[src/rtl/dmem_bridge.sv]
// Data-side bridge from the MEM stage to the SRAM-like handshake bus: one
// outstanding transaction, split address/data phases. Define DMEM_ADDR_MAP_EN for kseg0/kseg1 mapping.
module dmem_bridge (
  input  logic        clk,
  input  logic        rst_n,
  input  logic        mem_en,
  input  logic        mem_we,
  input  logic [31:0] mem_addr,
  input  logic [31:0] mem_wdata_last,
  input  logic [3:0]  sel,
  input  logic [1:0]  mem_size,
  input  logic [31:0] mem_excepttype,
  input  logic        mem_flush,
  input  logic        other_stall,
  output logic        stallreq_from_mem,
  output logic [31:0] mem_rdata,
  output logic        data_req,
  output logic        data_wr,
  output logic [1:0]  data_size,
  output logic [31:0] data_addr,
  output logic [3:0]  data_wstrb,
  output logic [31:0] data_wdata,
  input  logic        data_addr_ok,
  input  logic        data_data_ok,
  input  logic [31:0] data_rdata
);

  localparam logic [2:0] IDLE  = 3'd0;
  localparam logic [2:0] ADDR  = 3'd1;
  localparam logic [2:0] DATA  = 3'd2;
  localparam logic [2:0] DRAIN = 3'd3;
  localparam logic [2:0] DONE  = 3'd4;

  logic [2:0]  state_q, state_d;
  logic [31:0] rdata_q, rdata_d;
  logic        access;
  logic [31:0] phys_addr;

  assign access = mem_en & (mem_excepttype == 32'd0) & ~mem_flush;

`ifdef DMEM_ADDR_MAP_EN
  assign phys_addr = (mem_addr[31:29] == 3'b100 || mem_addr[31:29] == 3'b101) ?
                     {3'b000, mem_addr[28:0]} : mem_addr;
`else
  assign phys_addr = mem_addr;
`endif

  always_comb begin
    state_d = state_q;
    rdata_d = rdata_q;
    unique case (state_q)
      IDLE: begin
        if (access) state_d = data_addr_ok ? DATA : ADDR;
      end
      ADDR: begin
        if (mem_flush)         state_d = IDLE;
        else if (data_addr_ok) state_d = DATA;
      end
      DATA: begin
        // A flush coinciding with data_ok drops the data and skips DRAIN.
        if (data_data_ok) begin
          if (mem_flush) begin
            state_d = IDLE;
          end else begin
            rdata_d = data_rdata;
            state_d = other_stall ? DONE : IDLE;
          end
        end else if (mem_flush) begin
          state_d = DRAIN;
        end
      end
      DRAIN: begin
        if (data_data_ok) state_d = IDLE;
      end
      DONE: begin
        if (!other_stall) state_d = IDLE;
      end
      default: state_d = IDLE;
    endcase
  end

  always_ff @(posedge clk or negedge rst_n) begin
    if (!rst_n) begin
      state_q <= IDLE;
      rdata_q <= 32'd0;
    end else begin
      state_q <= state_d;
      rdata_q <= rdata_d;
    end
  end

  always_comb begin
    data_req          = ((state_q == IDLE) & access) | (state_q == ADDR);
    stallreq_from_mem = ((state_q == IDLE) & access) | (state_q == ADDR) |
                        ((state_q == DATA) & ~data_data_ok) | ((state_q == DRAIN) & mem_en);
    mem_rdata         = ((state_q == DATA) & data_data_ok) ? data_rdata : rdata_q;
    data_wr           = 1'b0;
    data_size         = 2'd0;
    data_addr         = 32'd0;
    data_wstrb        = 4'd0;
    data_wdata        = 32'd0;
    if (data_req) begin
      data_wr    = mem_we;
      data_size  = mem_size;
      data_addr  = phys_addr;
      data_wstrb = mem_we ? sel : 4'd0;
      data_wdata = mem_wdata_last;
    end
  end

endmodule
[config.mk]
export PLATFORM = sky130hd
export DESIGN_NAME = dmem_bridge
export DESIGN_NICKNAME = d
export VERILOG_FILES = /design/src/rtl/dmem_bridge.sv
export SDC_FILE = /design/constraint.sdc
export NUM_CORES = 1
export LEC_CHECK = 0
export CAP_MARGIN = 10
export CORE_MARGIN = 5
export CORE_UTILIZATION = 33
export CTS_BUF_LIST = sky130_fd_sc_hd__clkbuf_8
export CTS_CLUSTER_DIAMETER = 80
export DETAILED_ROUTE_END_ITERATION = 8
export GPL_TIMING_DRIVEN = 1
export PLACE_DENSITY = 0.85
export SYNTH_ARGS = -nofsm -noshare
export SYNTH_HDL_FRONTEND = slang
export SYNTH_SLANG_ARGS = --single-unit
[constraint.sdc]
create_clock -name clk -period 2.4 [get_ports clk]
set_input_delay 0.48 -clock clk [delete_from_list [all_inputs] [get_ports clk]]
set_output_delay 0.48 -clock clk [all_outputs]
set_load 0.02 [all_outputs]
* After elaboration in Yosys (flattened, before gate mapping)
Index checks and enable logic that the tools add are counted.
Storage, ports and cells: logic and storage cells 44, output and inout port bits 105, input bits 142, register bits 35
Operators by class: bitwise gates (word level) 11, reductions and logical operators 4, mux-type cells 18, equal/unequal tests 9
Operators by type and width (number):
- two-way mux 32 bit | 3
- zero test 32 bit | 1
- two-way mux 3 bit | 9
- case mux 3 bit (5 select lines) | 1
- two-way mux 4 bit | 2
- bitwise AND 1 bit | 6
- equality test 3 x 2 -> 1 bit, second input constant | 2
- != test 2 bit, second input constant | 3
- != test 3 bit, second input constant | 2
- AND reduction 5 bit | 1
- two-way mux 2 bit | 2
- equality test 3 x 1 -> 1 bit, second input constant | 1
- equality test 3 bit, second input constant | 1
- zero test 3 bit | 1
- bitwise OR 1 bit | 3
- AND reduction 3 bit | 1
- NOT 1 bit | 2
- two-way mux 1 bit | 1

* Depth between registers and ports, before layout
Gate-level depths: netlist of the first run.
depth in word-level cells 7, mapped depth 7, depth with buffers taken out 4

* Worst setup path after synthesis of the first run
Ideal clock, no wire load.
kind input-to-output, start in mem_excepttype[6], end out data_wdata[0], cell stages on the path 5, path slack -0.113 ns, arrival 2.033 ns, required time 1.920 ns, cells stage by stage or4_1 -> nor3_2 -> a31oi_1 -> clkbuf_1 -> nor3b_1
Between the ends: longest elaborated chain between the ends 6
Ends and longest elaborated chain:
- start: declaration | RTL line 12 | input logic [31:0] mem_excepttype,
- zero test 32 bit | RTL line 39 | assign access = mem_en & (mem_excepttype == 32'd0) & ~mem_flush;
- bitwise AND 1 bit (2 in series) | RTL line 39
- bitwise AND 1 bit | RTL line 93 | data_req = ((state_q == IDLE) & access) | (state_q == ADDR);
- bitwise OR 1 bit | RTL line 93
- two-way mux 32 bit | RTL line 102 | if (data_req) begin
- end: declaration | RTL line 22 | output logic [31:0] data_wdata,
Every way passes these cells.

* Final worst setup path of the first run
start in mem_excepttype[11], end out data_wdata[11]
The elaborated chain is that of the path after synthesis.

==> results of run 1 <==
-- stage by stage --
step / power [mW] / instance area [um^2] / util
final: 3.89 / 6110 / 0.740
after global routing: 4.11 / 6110 / 0.740
after CTS: 3.83 / 6040 / 0.731
after detailed placement: 3.40 / 5510 / 0.667
after global placement: 3.33 / 5510 / 0.667
after floorplan: 2.26 / 2830 / -
-- cell families (layout without fill, tap and decap cells) --
| logic type | Yosys count | after routing |
|---|---|---|
| simple gates | 98 | 98 |
| flops | 35 | 35 |
| mux | 64 | 64 |
| buf+inv | 25 | 308 |
| compound gates | 10 | 10 |
| other cells | 0 | 3 |
-- metal layers --
layer	share of wire	vias to the layer above	GRT usage
met4	0.033	0	0.0999
met2	0.52	165	0.420
li1	-	1425	-
met3	0.085	30	0.0573
met1	0.36	1499	0.258
met5	0	-	0
-- worst max-delay path, cell delays in order --
cell	delay, ps
buf_6	90
or4_4	540
nor3_4	250
a31oi_4	180
buf_12	190
buf_8	120
buf_8	120
nor3b_2	200
buf_4	180
-- synthesized netlist by cell type, types with 3 or more instances --
cell type / count / area (um^2)
mux2_2: 64 / 721
buf_1: 6 / 22.5
buf_4: 3 / 22.5
nor3_2: 5 / 50.1
a21oi_1: 4 / 20.0
nand2_1: 5 / 18.8
buf_2: 5 / 25.0
nand2b_1: 3 / 18.8
dfrtp_1: 35 / 876
nor3b_2: 55 / 688
buf_6: 7 / 78.8
nor3b_1: 13 / 97.6
nor4_1: 6 / 37.5
clkbuf_1: 3 / 11.3
-- flip-flops by register name (all words and copies together), names as in the netlist --
signal and cells:
rdata_q 32, state_q 3
-- layout make-up --
class,count,area [um^2]
timing repair buffer,299,2900
fill,543,2150
multi-input combinational,172,2110
sequential,35,877
tap,105,131
clock buffer,5,68.8
clock inverter,3,16.3
antenna,3,7.51
inverter,1,3.75
-- worst max path at each step --
| stage | to | start | slack, ps |
|---|---|---|---|
| after global placement | data_wdata[21] | mem_excepttype[6] | -1020 |
| after detailed placement | data_wdata[24] | mem_excepttype[8] | -1060 |
| after global routing | data_addr[31] | mem_excepttype[11] | -500 |
| final | data_wdata[11] | mem_excepttype[11] | -440 |
| after CTS | data_wdata[20] | mem_excepttype[9] | -410 |
| after floorplan | data_wdata[0] | mem_excepttype[6] | -110 |
-- power breakdown --
part	internal, mW	leakage (nW)	switching, mW
Sequential	0.868	0.440	0.140
Combinational	1.32	2.12	1.15
Clock	0.199	0.0454	0.211
Total	2.38	2.61	1.50
-- what timing repair did --
action / CTS / global route
hold buffers: 0 / 0
gates resized for setup: 599 / 86
buffers inserted: 31 / 5
gates cloned: 9 / 0
endpoints found under the setup margin: 105 / 101
pin swaps: 75 / 28
==> qor.yml, run 1 <==
timing:
  setup_ws_ps: -437
  final.min_clock_period_ps: 2840
  skew_ps: 5.69
  tightest_slew_ps: 789
  whs_ps: 281
  fin_crit_sh: 1.18
  finalHoldViolations: 0
  maxSlewHeadroom: 0.474
  rsz0062_at_grt: "true"
  setup_violations: 73
  fin_setup_tns_ps: -22690
  max_freq_ghz: 0.352
  slew_violations: 0
clocking:
  cts_buffer_depth: 2
  clock_sinks: 35
  ctsHtreeMaxLevel: 2
  cts_buffers: 5
  cts_root_buf: "clkbuf_8"
  clk_pin_slew_ps: 70
  cts_tree: "done"
  worstSkewPairLatency_ps: 280
route:
  via_per_inst: 5.01
  dr.pass1.iters: 4
  ant_nets: 0
  wirelength_um: 13500
  first_iter_violations: 69
  num_vias: 3119
  wl_per_cell_um: 21.7
  drcViolationCount: 0
power_and_ir_drop:
  powerDensity_nw_per_um2: 636
  ir_worst_vdd_mv: 0.613
  total_leakage_power_nw: 2.61
critical_path:
  crit-reg2reg-launch: "state_q[0]$_DFFE_PN0P_"
  cp-end-kind: "output pin"
  crit_path_max_fanout: 6
  r2r_setup_slack_ps: 440
  worst_r2r_endpoint: "rdata_q[28]$_DFFE_PN0P_"
  worstSetupStartpointType: "input pin"
  r2r_cells: 6
  worstPathArrival_ps: 2360
  criticalPathCategory: "input pin to output pin"
  crit_required_ps: 1920
synthesis:
  synth_enable_flop_cells: 0
  synth_fa_ha_area_frac: 0
  ys_ff_latch: 35
  synth_cell_types: 32
  synth_compound_area_frac: 0.0249
  muxShareOfSynthArea: 0.256
  synthFlopType: "dfrtp_1"
  syn_area_um2: 2820
  synth_top_family_by_area: "simple AND/OR/NAND/NOR gates"
  ys_seq_area_frac: 0.311
  avgSynthCellArea_um2: 12.1
  synthCells: 232
  synthSimpleGateAreaFrac: 0.350
  synth_warnings: 0
  syn_nets: 374
  synth-xor-area-share: 0
  synth-async-reset-ratio: 1.00
placement:
  gp_congestion: 0.872
  dp_slack_ps: -1060
  port_buffers: 246
  dp_cells: 578
  hpwlAfterDp_um: 9060
status:
  status: "complete, but fails checks"
  violations: "setup timing"
global_route:
  grt_pass1_wl_um: 18800
  grt_max_degree: 36
  antenna_found_initial: 3
  overflow: 0
  grt_pass1_vias: 3447
  grt_use_total: 0.233
layout:
  layout_commonest_cell: "clkdlybuf4s50_1"
  instances_no_fill: 623
  areaGrowthSynthToFinish_pct: 117
  final_cell_mix: "clkdlybuf4s50_1 (108), buf_4 (68), mux2_2 (55)"
  layout.nets: 656
  drive_above_1_share: 0.629
die:
  start_util: 0.341
  num_rows: 33
  dieArea_um2: 10500
  pin_count: 247
  core_area_um2: 8260
  die_x_um: 102
  die_h_um: 102
job:
  max_cap_violations: 0
worst_hold_path:
  hp-class: "input pin to asynchronous set/reset pin"
Note: power is estimated with default switching activity, not from simulation.
==> inputs of run 2 (changes only) <==
--- a/config.mk
+++ b/config.mk
@@ -7,12 +7,13 @@
 export LEC_CHECK = 0
 export CAP_MARGIN = 10
 export CORE_MARGIN = 5
-export CORE_UTILIZATION = 33
+export CORE_UTILIZATION = 35
 export CTS_BUF_LIST = sky130_fd_sc_hd__clkbuf_8
 export CTS_CLUSTER_DIAMETER = 80
 export DETAILED_ROUTE_END_ITERATION = 8
 export GPL_TIMING_DRIVEN = 1
-export PLACE_DENSITY = 0.85
+export PLACE_DENSITY = 0.89
+export SLEW_MARGIN = 20
 export SYNTH_ARGS = -nofsm -noshare
 export SYNTH_HDL_FRONTEND = slang
 export SYNTH_SLANG_ARGS = --single-unit
==> constraint.sdc (replaced) <==
create_clock -name clk -period 3.28 [get_ports clk]
set_input_delay 0.656 -clock clk [delete_from_list [all_inputs] [get_ports clk]]
set_output_delay 0.656 -clock clk [all_outputs]
set_load 0.02 [all_outputs]
==> run 2 against run 1 <==
The run now ends clean. Non-clock buffer count fell by 27. Flip-flop and latch count unchanged. Count of clock-buffer cells in the layout rose by 1. Clock skew shrank 1.4 ps. Die area shrank 5.2%. Clock power fell by 1%. Utilization down 1.8 points. Critical path type unchanged. Critical endpoint is now data_addr[4].
==> qor.yml, run 2 (same netlist as run 1, synthesis figures left out) <==
global_route:
  grt_pass1_wl_um: 18100
  grt_pass1_vias: 3119
  overflow: 0
  antenna_found_initial: 1
  grt_use_total: 0.234
  grt_max_degree: 36
layout:
  drive_above_1_share: 0.500
  layout.nets: 629
  register_area_um2: 876
  final_cell_mix: "clkdlybuf4s50_1 (148), mux2_2 (64), nor3b_2 (55)"
  multi_input_area_um2: 1870
  top_regs: "rdata_q (32), state_q (3)"
  regMostFlops: "rdata_q"
  fillers: 604
  layout_commonest_cell: "clkdlybuf4s50_1"
  areaGrowthSynthToFinish_pct: 99.0
  largest_reg_flops: 32
  final_area_um2: 5610
die:
  die_h_um: 99.7
  pin_count: 247
  core_area_um2: 7770
  die_x_um: 99.7
  dieArea_um2: 9950
  num_rows: 32
  start_util: 0.363
clocking:
  worstSkewPairLatency_ps: 280
  cts_buffer_depth: 2
  cts_buffers: 5
  cts_tree: "done"
  cts_root_buf: "clkbuf_8"
  clock_sinks: 35
  ctsHtreeMaxLevel: 2
  clk_pin_slew_ps: 70
placement:
  hpwlAfterDp_um: 10200
  port_buffers: 246
  placed_area_um2: 5500
  gp_congestion: 0.950
job:
  max_cap_violations: 0
power_and_ir_drop:
  fin_total_pwr_mw: 2.84
  ir_worst_vdd_mv: 0.475
  total_leakage_power_nw: 2.49
  powerDensity_nw_per_um2: 506
timing:
  tightest_slew_ps: 785
  fin_setup_tns_ps: 0
  maxSlewHeadroom: 0.477
  max_freq_ghz: 0.309
  fin_crit_sh: 0.986
  rsz0062_at_grt: "true"
  finalHoldViolations: 0
  skew_ps: 4.33
  final.min_clock_period_ps: 3230
  slew_violations: 0
  setup_violations: 0
route:
  first_iter_violations: 78
  wl_per_cell_um: 21.6
  dr.pass1.iters: 4
  via_per_inst: 4.96
  num_vias: 2931
  wirelength_um: 12800
  drcViolationCount: 0
  ant_nets: 0
critical_path:
  worstSetupStartpointType: "input pin"
  critPathBufInv: 3
  criticalPathCategory: "input pin to output pin"
  path_cells: "clkdlybuf4s50_1 -> nor4_1 -> and4_4 -> a31oi_4 -> bufbuf_16 -> nor3b_2 -> buf_4"
  worstPathArrival_ps: 2580
  crit_path_max_fanout: 18
  slowest_stage: "clkdlybuf4s50_1"
  cpLargestDelayFamily: "buffers and inverters"
  cpPeakStageDelay_ps: 420
  crit_required_ps: 2620
  cp-end-kind: "output pin"
worst_hold_path:
  hp-class: "input pin to asynchronous set/reset pin"
status:
  status: "complete, no violations"
## run 2: changes by cell type in the layout (fill, tap and decap cells not counted), sizes merged
cell,previous run,this run
buf,163,94
bufbuf,0,1
bufinv,0,1
clkbuf,6,9
clkdlybuf4s15,0,3
clkdlybuf4s50,108,148
clkinvlp,1,0
diode,3,1
dlygate4sd2,27,10
dlymetal6s2s,0,13
inv,2,1
## run 2: power breakdown
part           leakage (nW)  total (mW)  switching (mW)  internal (mW)
registers             0.442       0.739           0.104          0.635
logic                  1.98        1.69           0.767          0.928
clock network        0.0612       0.405           0.159          0.246
## run 2: worst paths after layout
check / startpoint / end / slack, ps / depth (start not counted)
max: mem_excepttype[12] / data_addr[4] / 50 / 7
min: rst_n / rdata_q[28]$_DFFE_PN0P_ / 450 / 1
max reg2reg: state_q[0]$_DFFE_PN0P_ / rdata_q[25]$_DFFE_PN0P_ / 1190 / 6
min reg2reg: rdata_q[2]$_DFFE_PN0P_ / rdata_q[2]$_DFFE_PN0P_ / 510 / 1
max in group asynchronous: rst_n / rdata_q[2]$_DFFE_PN0P_ / 2330 / 1
min in group clk: rdata_q[2]$_DFFE_PN0P_ / rdata_q[2]$_DFFE_PN0P_ / 510 / 1
## run 2: area by class of cell
cell class | count | share of cell area
diodes | 1 | 0.000446
well taps | 102 | 0.0228
clock inverters | 2 | 0.00625
clock buffers | 6 | 0.0147
multi-input cells | 172 | 0.334
repair buffers | 272 | 0.465
flip-flops and latches | 35 | 0.156
inverters | 1 | 0.000669
## run 2: what timing repair did
action                                  in CTS  in global routing
endpoints found under the setup margin     103                 73
pin swaps                                    2                 12
setup buffers                                1                  2
hold endpoints to repair                     0                  0
resized for setup                          326                 37
gates cloned                                 2                  3
hold buffers                                 0                  0
## run 2: worst reg2reg max path, delay by kind of cell, from the launching register on
kind                   cells  cell delay (ps)
flip-flops                 1              510
buffers and inverters      3              540
multiplexers               1              390
AND/OR/NAND/NOR            2              540
## run 2: metrics by stage
stage	utilization	hold slack, ps	cells	setup WS (ps)
after floorplan	-	360	232	415
after global placement	0.707	485	574	-526
after detailed placement	0.707	492	574	-613
after CTS	0.697	475	585	0.892
after global routing	0.722	508	591	-38.7
final	0.722	447	591	47.4
## run 2: per-layer routing
| layer | track usage | routed length, um | share of wire |
|---|---|---|---|
| met1 | 0.255 | 4520 | 0.35 |
| met4 | 0.0662 | 372 | 0.029 |
| met2 | 0.425 | 6780 | 0.53 |
| met5 | 0 | 0 | 0 |
| met3 | 0.0842 | 1100 | 0.086 |
==> inputs of run 3 (changes only) <==
--- a/config.mk
+++ b/config.mk
@@ -13,6 +13,7 @@
 export DETAILED_ROUTE_END_ITERATION = 8
 export GPL_TIMING_DRIVEN = 1
 export PLACE_DENSITY = 0.89
+export SETUP_SLACK_MARGIN = 0.4
 export SLEW_MARGIN = 20
 export SYNTH_ARGS = -nofsm -noshare
 export SYNTH_HDL_FRONTEND = slang
==> run 3 against run 2 <==
Design area up 10%. Critical path depth up 3. Utilization up 7.4 points. Die area unchanged. Critical endpoint is now data_addr[13]. Combinational power up 4%. Non-clock buffer count up 31. Clock power about the same. Setup slack better by 31 ps. Sequential power about the same. Flip-flop and latch count unchanged. Final cell count up 5.2%.
==> qor.yml, run 3 (same netlist as run 1, synthesis figures left out) <==
clocking:
  clock_sinks: 35
  postCtsHoldBufs: 0
  cts_buffer_depth: 2
  cts_tree: "done"
  cts_buffers: 5
  cts_root_buf: "clkbuf_8"
  worstSkewPairLatency_ps: 280
  clk_pin_slew_ps: 70
  ctsHtreeMaxLevel: 2
critical_path:
  cp-end-kind: "output pin"
  cpPeakStageDelay_ps: 320
  criticalPathCategory: "input pin to output pin"
  cpLargestDelayFamily: "buffers and inverters"
  crit_path_max_fanout: 8
  r2r_cells: 6
  worst_r2r_endpoint: "rdata_q[23]$_DFFE_PN0P_"
  worstSetupStartpointType: "input pin"
  path_cells: "dlygate4sd2_1 -> nor4_1 -> and3_1 -> a31oi_4 -> buf_12 -> buf_12 -> buf_16 -> buf_6 -> nor3b_2 -> buf_4"
  worstPathArrival_ps: 2550
  cpMostUsedCell: "buf_12"
  slowest_stage: "nor4_1"
  critPathBufInv: 6
  crit_required_ps: 2620
  crit-reg2reg-launch: "state_q[2]$_DFFE_PN0P_"
  r2r_setup_slack_ps: 1230
timing:
  fin_setup_tns_ps: 0
  skew_ps: 3.44
  fin_crit_sh: 0.976
  final.min_clock_period_ps: 3200
  max_freq_ghz: 0.312
  setup_violations: 0
  finalHoldViolations: 0
  setup_ws_ps: 78.3
  tightest_slew_ps: 783
  slew_violations: 0
  rsz0062_at_grt: "true"
  maxSlewHeadroom: 0.478
global_route:
  grt_pass1_wl_um: 19800
  grt_max_degree: 36
  grt_use_total: 0.256
  antenna_found_initial: 1
  grt_pass1_vias: 3364
  overflow: 0
power_and_ir_drop:
  internal_power_mw: 1.81
  p_seq_frac: 0.255
  p_sw_mw: 1.10
  swShare: 0.377
  ir_worst_vdd_mv: 0.450
  total_leakage_power_nw: 2.67
  combPwrFrac: 0.606
  powerDensity_nw_per_um2: 470
  p_clk_frac: 0.140
worst_hold_path:
  hp-class: "input pin to asynchronous set/reset pin"
status:
  status: "complete, no violations"
route:
  first_iter_violations: 109
  wl_per_cell_um: 22.8
  ant_nets: 0
  wirelength_um: 14200
  dr.pass1.iters: 4
  via_per_inst: 5.00
  num_vias: 3113
  drcViolationCount: 0
die:
  dieArea_um2: 9950
  die_x_um: 99.7
  pin_count: 247
  die_h_um: 99.7
  start_util: 0.363
  num_rows: 32
  core_area_um2: 7770
layout:
  regMostFlops: "rdata_q"
  layout_commonest_cell: "clkdlybuf4s50_1"
  top_regs: "rdata_q (32), state_q (3)"
  final_area_um2: 6180
  fillers: 481
  largest_reg_flops: 32
  layout.nets: 660
  drive_above_1_share: 0.576
  areaGrowthSynthToFinish_pct: 119
  final_cell_mix: "clkdlybuf4s50_1 (108), buf_4 (69), mux2_2 (64)"
placement:
  dp_slack_ps: -613
  placed_area_um2: 5500
  gp_congestion: 0.950
  port_buffers: 246
  hpwlAfterDp_um: 10200
job:
  max_cap_violations: 0
==> run 3: worst register-to-register path, stage by stage, from the launching register on <==
cell and delay, ps:
dfrtp_1 490, nor4bb_4 340, buf_4 180, buf_6 150, nor2b_4 180, buf_12 210
mux2_2 380
==> run 3: routing by layer <==
metal / GRT usage / wire [um] / part of all wire / vias to the layer above
li1: - / - / - / 1435
met1: 0.284 / 5010 / 0.35 / 1497
met2: 0.470 / 7620 / 0.54 / 151
met3: 0.0764 / 1140 / 0.080 / 30
met4: 0.0704 / 389 / 0.027 / 0
met5: 0 / 0 / 0 / -
==> run 3: metrics by stage <==
step / total power, mW / cells / hold slack, ps / util
floorplan: 1.65 / 232 / 360 / -
global placement: 2.45 / 574 / 485 / 0.707
detailed placement: 2.49 / 574 / 492 / 0.707
CTS: 2.84 / 610 / 474 / 0.762
global route: 3.06 / 622 / 510 / 0.796
finish: 2.90 / 622 / 445 / 0.796
==> run 3: power groups by stage <==
stage	logic (mW)	clock network, mW	registers [mW]
after CTS	1.69	0.414	0.737
after floorplan	0.938	0	0.709
after global placement	1.72	0	0.729
after detailed placement	1.74	0	0.744
after global routing	1.86	0.428	0.764
final	1.76	0.406	0.739
==> run 3: repair_timing <==
item,CTS,global route
cloned,8,0
pin swaps,70,18
setup endpoints to repair,105,81
setup buffers,20,11
resized for setup,509,35
==> run 3: worst max-delay path by stage <==
stage	cells after the start	to	startpoint	slack (ps)
after detailed placement	8	data_wdata[17]	mem_excepttype[6]	-610
final	10	data_addr[13]	mem_excepttype[16]	80
after global placement	8	data_wdata[22]	mem_excepttype[6]	-530
after global routing	10	data_addr[24]	mem_excepttype[16]	-10
after CTS	10	data_addr[12]	mem_excepttype[11]	100
after floorplan	5	data_wdata[0]	mem_excepttype[6]	420
==> run 3: cell type report <==
| type | count | area, um^2 | area share |
|---|---|---|---|
| multi-input combinational | 172 | 2010 | 0.325 |
| clock inverter | 2 | 35.0 | 0.00567 |
| inverter | 1 | 3.75 | 0.000607 |
| sequential | 35 | 878 | 0.142 |
| clock buffer | 6 | 82.6 | 0.0134 |
| antenna | 1 | 2.50 | 0.000405 |
| timing repair buffer | 303 | 3040 | 0.492 |
| tap | 102 | 128 | 0.0206 |
